## config.mk

```make
export PLATFORM = sky130hd
export DESIGN_NAME = mult_seq_ctrl_flat
export DESIGN_NICKNAME = d
export VERILOG_FILES = /design/src/rtl/mult_seq_ctrl_if.sv /design/src/rtl/mult_seq_ctrl.sv /design/src/flat_wrapper.sv
export SDC_FILE = /design/constraint.sdc
export NUM_CORES = 1
export LEC_CHECK = 0
export ABC_AREA = 1
export CAP_MARGIN = 10
export CORE_MARGIN = 2
export CORE_UTILIZATION = 46
export CTS_CLUSTER_DIAMETER = 200
export CTS_CLUSTER_SIZE = 14
export DETAILED_ROUTE_END_ITERATION = 8
export PLACE_DENSITY = 0.87
export SYNTH_ARGS = -nofsm -noshare
export SYNTH_HDL_FRONTEND = slang
export SYNTH_SLANG_ARGS = --single-unit
```

## constraint.sdc

```tcl
create_clock -name clk -period 1.4 [get_ports clk]
set_input_delay 0.28 -clock clk [delete_from_list [all_inputs] [get_ports clk]]
set_output_delay 0.28 -clock clk [all_outputs]
set_load 0.02 [all_outputs]
```

## src/rtl/mult_seq_ctrl_if.sv

```systemverilog
// Bus between the multiply sequencer and the shared W-bit ripple-carry adder slice.
// The sequencer is the master; the adder answers combinationally in the same cycle.
interface mult_seq_ctrl_if #(
  parameter int W = 4
);
  logic [W-1:0] add_a;
  logic [W-1:0] add_b;
  logic         add_ci;
  logic [W-1:0] add_s;
  logic         add_co;

  modport master (
    output add_a,
    output add_b,
    output add_ci,
    input  add_s,
    input  add_co
  );

  modport slave (
    input  add_a,
    input  add_b,
    input  add_ci,
    output add_s,
    output add_co
  );
endinterface

```

## src/rtl/mult_seq_ctrl.sv

```systemverilog
// Unsigned W x W shift-and-add multiplier sequencer: one pass through the external
// adder per multiplier bit, accumulator {acc_hi, acc_lo} shifted right each pass.
module mult_seq_ctrl #(
  parameter int W = 4
) (
  input  logic                clk,
  input  logic                rst_n,
  input  logic                start,
  input  logic [W-1:0]        mcand,
  input  logic [W-1:0]        mplier,
  mult_seq_ctrl_if.master     adder,
  output logic                busy,
  output logic                done,
  output logic [2*W-1:0]      product
);
  localparam int CW = $clog2(W) + 1;

  typedef enum logic [1:0] {
    IDLE = 2'd0,
    RUN  = 2'd1,
    DONE = 2'd2
  } state_t;

  state_t         state_r;
  state_t         state_nxt_s;
  logic [W-1:0]   acc_hi_r;
  logic [W-1:0]   acc_lo_r;
  logic [W-1:0]   mcand_r;
  logic [CW-1:0]  cnt_r;
  logic           busy_r;
  logic           done_r;
  logic [2*W-1:0] product_r;
  logic           accept_s;
  logic [W-1:0]   add_a_s;
  logic [W-1:0]   add_b_s;
  logic [2*W-1:0] shift_s;

  // The adder carry becomes the new MSB, so the 2W-bit accumulator never overflows.
  assign shift_s = {adder.add_co, adder.add_s, acc_lo_r[W-1:1]};

  // Next-state decode, start acceptance and adder operand drive.
  always_comb begin
    state_nxt_s = state_r;
    accept_s    = 1'b0;
    add_a_s     = {W{1'b0}};
    add_b_s     = {W{1'b0}};
    case (state_r)
      IDLE, DONE: begin
        if (start) begin
          state_nxt_s = RUN;
          accept_s    = 1'b1;
        end else begin
          state_nxt_s = IDLE;
        end
      end
      RUN: begin
        add_a_s = acc_hi_r;
        add_b_s = acc_lo_r[0] ? mcand_r : {W{1'b0}};
        if (cnt_r == CW'(W - 1)) begin
          state_nxt_s = DONE;
        end else begin
          state_nxt_s = RUN;
        end
      end
      default: begin
        state_nxt_s = IDLE;
      end
    endcase
  end

  assign adder.add_a  = add_a_s;
  assign adder.add_b  = add_b_s;
  assign adder.add_ci = 1'b0;

  // State, datapath and registered status/result outputs.
  always_ff @(posedge clk or negedge rst_n) begin
    if (!rst_n) begin
      state_r   <= IDLE;
      acc_hi_r  <= {W{1'b0}};
      acc_lo_r  <= {W{1'b0}};
      mcand_r   <= {W{1'b0}};
      cnt_r     <= {CW{1'b0}};
      busy_r    <= 1'b0;
      done_r    <= 1'b0;
      product_r <= {(2*W){1'b0}};
    end else begin
      state_r <= state_nxt_s;
      busy_r  <= (state_nxt_s == RUN);
      done_r  <= (state_r == RUN) && (state_nxt_s == DONE);
      if (accept_s) begin
        mcand_r  <= mcand;
        acc_lo_r <= mplier;
        acc_hi_r <= {W{1'b0}};
        cnt_r    <= {CW{1'b0}};
      end else if (state_r == RUN) begin
        {acc_hi_r, acc_lo_r} <= shift_s;
        cnt_r                <= cnt_r + 1'b1;
        if (state_nxt_s == DONE) begin
          product_r <= shift_s;
        end
      end
    end
  end

  assign busy    = busy_r;
  assign done    = done_r;
  assign product = product_r;
endmodule

```

## src/flat_wrapper.sv

```systemverilog
// flat-port wrapper written by rule: the top's interface ports become plain ports
module mult_seq_ctrl_flat 
#(
  parameter int W = 4
)
  (clk, rst_n, start, mcand, mplier, busy, done, product, adder_add_a, adder_add_b, adder_add_ci, adder_add_s, adder_add_co);
  mult_seq_ctrl_if #(.W(W)) adder_i ();
  input  logic clk;
  input  logic rst_n;
  input  logic start;
  input  logic [W-1:0] mcand;
  input  logic [W-1:0] mplier;
  output logic busy;
  output logic done;
  output logic [2*W-1:0] product;
  output wire logic [$bits(adder_i.add_a)-1:0] adder_add_a;
  output wire logic [$bits(adder_i.add_b)-1:0] adder_add_b;
  output wire logic [$bits(adder_i.add_ci)-1:0] adder_add_ci;
  input wire logic [$bits(adder_i.add_s)-1:0] adder_add_s;
  input wire logic [$bits(adder_i.add_co)-1:0] adder_add_co;
  assign adder_add_a = adder_i.add_a;
  assign adder_add_b = adder_i.add_b;
  assign adder_add_ci = adder_i.add_ci;
  assign adder_i.add_s = adder_add_s;
  assign adder_i.add_co = adder_add_co;
  mult_seq_ctrl #(.W(W)) u_core (.clk(clk), .rst_n(rst_n), .start(start), .mcand(mcand), .mplier(mplier), .adder(adder_i), .busy(busy), .done(done), .product(product));
endmodule
```

==> flow_metrics.tcl <==
set metrics [dict create \
    clk_latency_ns 0.32 \
    routed_wl_um 2600 \
    htree_levels 1 \
    dr.pass1.iters 4 \
    rsz0062_at_grt "yes" \
    syn-num-nets 158 \
    row_count 18 \
    drive_gt1_frac 0.2151 \
    cts-root-buf "clkbuf_4" \
    crit_buf_inv 3 \
    numCtsBuffers 3 \
    finalHoldViolations 0 \
    yosysSeqAreaShare 0.5672 \
    synthCells 140 \
    worstPathCellList "inv_2 -> nand2_8 -> buf_4 -> nor2_4 -> buf_6" \
    overflow 0 \
    cp_max_fo 8 \
    slowest_stage "dfrtp_1" \
    stdcell_count 216 \
    swShare 0.4327 \
    yosys_warnings 0 \
    synthesis.area_sq_um 1191 \
    area_delta_synth_final_pct 44.22 \
    ys_types 17 \
    viasPerCell 4.806 \
    syn_avg_cell_area_sq_um 8.508 \
    synth-seq-cells 27 \
    violations "setup timing" \
    dieArea_sq_um 3012 \
    cp_slowest_stage_delay_ns 0.42 \
    die_w_um 54.89 \
    powerDensity_nw_per_um2 2298 \
    reg2reg_to "u_core.cnt_r[2]" \
    cts_tree "done" \
    r2r-start "u_core.cnt_r[0]" \
    pre_cts_slack_ns -0.2967 \
    critPathRequiredTime_ns 1.12 \
    path_clk_slew_ns 0.14 \
    pwr-share-clk 0.083 \
    start_util 0.4852 \
    p_sw_uw 1708 \
    power_uw 3948 \
    grt_pass1_vias 1031 \
    grt_usage 0.1952 \
    path_class "register to output port" \
    cts_hold_buf 0 \
    drtIter0Drc 19 \
    cp-end-kind "output port" \
    grt_antenna_before_repair 0 \
    power_frac_seq 0.346 \
    start_kind "register" \
    avgRoutedWirePerCell_um 12.04 \
    hold_slack_ns 0.3211 \
    fmax_ghz 0.6370 \
    grt_pass1_wl_um 4112 \
    min_path_type "input pin to asynchronous set/reset pin" \
    chipHeight_um 54.89 \
    ant_nets 0 \
    arrival_ns 1.29 \
    diodes 0 \
    place_congestion 0.8020 \
    boundaryPins 35 \
    drc_errors 0 \
    dp_cells 208 \
    hpwl_um 1844 \
    cts.sinks 27 \
    path_delay_family "flip-flops" \
    p_leak_uw 0.0009132 \
    coreArea_sq_um 2455 \
    cts_buffer_depth 2 \
    peakVddDrop_uv 1487 \
    period_share 1.121 \
    num-nets-final 205 \
    port_buffers 33 \
    fin_skew_ns 0.006649 \
    final_max_slew_viol_count 0 \
    r2r_cells 4 \
    max_cap_violations 0 \
    dr_total_vias 1038 \
    fin_crit_ns 1.570 \
    grt_max_degree 28 \
    setup_violations 8 \
    p_int_uw 2240 \
    fin_ws_ns -0.1700 \
    reg2reg_setup_slack_ns 0.08 \
    combPwrFrac 0.571 \
    status "finished with violations" \
]
==> sequential cells by signal (all words and copies together), names as in the netlist <==
name             flops
u_core.product       8
u_core.acc_hi_r      4
u_core.acc_lo_r      4
u_core.mcand_r       4
u_core.cnt_r         3
u_core.state_r       2
u_core.busy          1
u_core.done          1
==> layout make-up <==
| class | count | area (sq um) |
|---|---|---|
| Fill cell | 209 | 737.0 |
| Inverter | 17 | 63.81 |
| Timing Repair Buffer | 45 | 435.4 |
| Clock buffer | 4 | 26.28 |
| Sequential cell | 27 | 675.6 |
| Tap cell | 30 | 37.54 |
| Multi-Input combinational cell | 93 | 479.2 |
==> kinds of logic (layout without fill, tap and decap cells) <==
group | after synthesis | in the layout | synth area share
AO/OA/AOI/OAI | 10 | 10 | 0.04831
buffers and inverters | 20 | 66 | 0.07562
adder cells (fa/ha/maj) | 2 | 2 | 0.02101
other | 1 | 1 | 0.003148
flip-flops | 27 | 27 | 0.5672
AND/OR/NAND/NOR | 80 | 80 | 0.2847
==> synthesized netlist by cell type <==
cell,instances,area [sq um]
a21oi_1,1,5.000
buf_4,2,15.01
buf_6,1,11.26
conb_1,1,3.750
dfrtp_1,27,675.7
ha_1,2,25.02
inv_1,14,52.55
inv_2,3,11.26
nand2_1,59,221.5
nand2_2,2,12.51
nand2_4,1,11.26
nand3_1,6,30.03
nor2_1,10,37.54
nor2_8,1,20.02
o21ai_0,7,35.03
o21ai_2,2,17.52
or2_2,1,6.260
==> metrics by stage <==
| step | cell area [sq um] | setup TNS [ns] | utilization |
|---|---|---|---|
| after CTS | 1705 | -0.8262 | 0.6947 |
| after global placement | 1605 | -1.842 | 0.6539 |
| after detailed placement | 1605 | -2.117 | 0.6539 |
| after floorplan | 1191 | 0 | - |
| final | 1718 | -0.9248 | 0.6998 |
| after global routing | 1718 | -1.341 | 0.6998 |
==> what timing repair did <==
item | in CTS | in global routing
cloned | 0 | 0
pin swaps | 1 | 2
gates resized for setup | 68 | 2
endpoints found under the hold margin | 0 | 0
setup endpoints to repair | 18 | 8
buffers inserted | 4 | 0
==> power groups by stage <==
stage	registers (uW)	clock network, uW	logic [uW]
after CTS	1350	338	2230
after detailed placement	1360	0	2040
after global routing	1410	364	2490
final	1370	329	2250
after global placement	1350	0	1970
after floorplan	1520	0	1030
==> worst reg2reg max path: cells and delay by family (launching register included) <==
kind / cells / cell delay (ns)
compound gates: 1 / 0.07
fa+ha+maj: 2 / 0.47
flops: 1 / 0.43
simple gates: 1 / 0.28
==> metal layers <==
metal  GRT usage  part of all wire
met1      0.2236              0.42
met2      0.3690              0.51
met3     0.02459             0.059
met4     0.06250            0.0096
met5           0                 0
==> worst max path at each step <==
stage | slack, ns | endpoint | cells after the start | start
3_3_place_gp | -0.23 | adder_add_b[0] | 4 | u_core.state_r[1]
6_report | -0.17 | adder_add_b[3] | 5 | u_core.state_r[1]
5_1_grt | -0.22 | adder_add_b[3] | 5 | u_core.state_r[1]
3_5_place_dp | -0.30 | adder_add_a[1] | 4 | u_core.state_r[1]
2_1_floorplan | 0.04 | adder_add_a[0] | 4 | u_core.state_r[1]
4_1_cts | -0.15 | adder_add_b[1] | 5 | u_core.state_r[1]
==> cell usage in the layout, fill, tap and decap left out <==
master	Yosys	final
conb_1	1	1
nor2_1	10	5
buf_4	2	12
inv_1	14	13
clkbuf_1	0	1
o21ai_0	7	7
nand2_4	1	1
nand3_1	6	6
a21oi_1	1	1
dlygate4sd2_1	0	10
nand2_8	0	1
buf_12	0	2
o21ai_2	2	2
clkdlybuf4s50_1	0	15
ha_1	2	2
nor2_8	1	1
buf_6	1	6
nand2_2	2	2
inv_2	3	4
or2_2	1	1
nand2_1	59	58
dfrtp_1	27	27
nor2_4	0	5
clkbuf_4	0	3
Power figures use the tool's default switching activity.
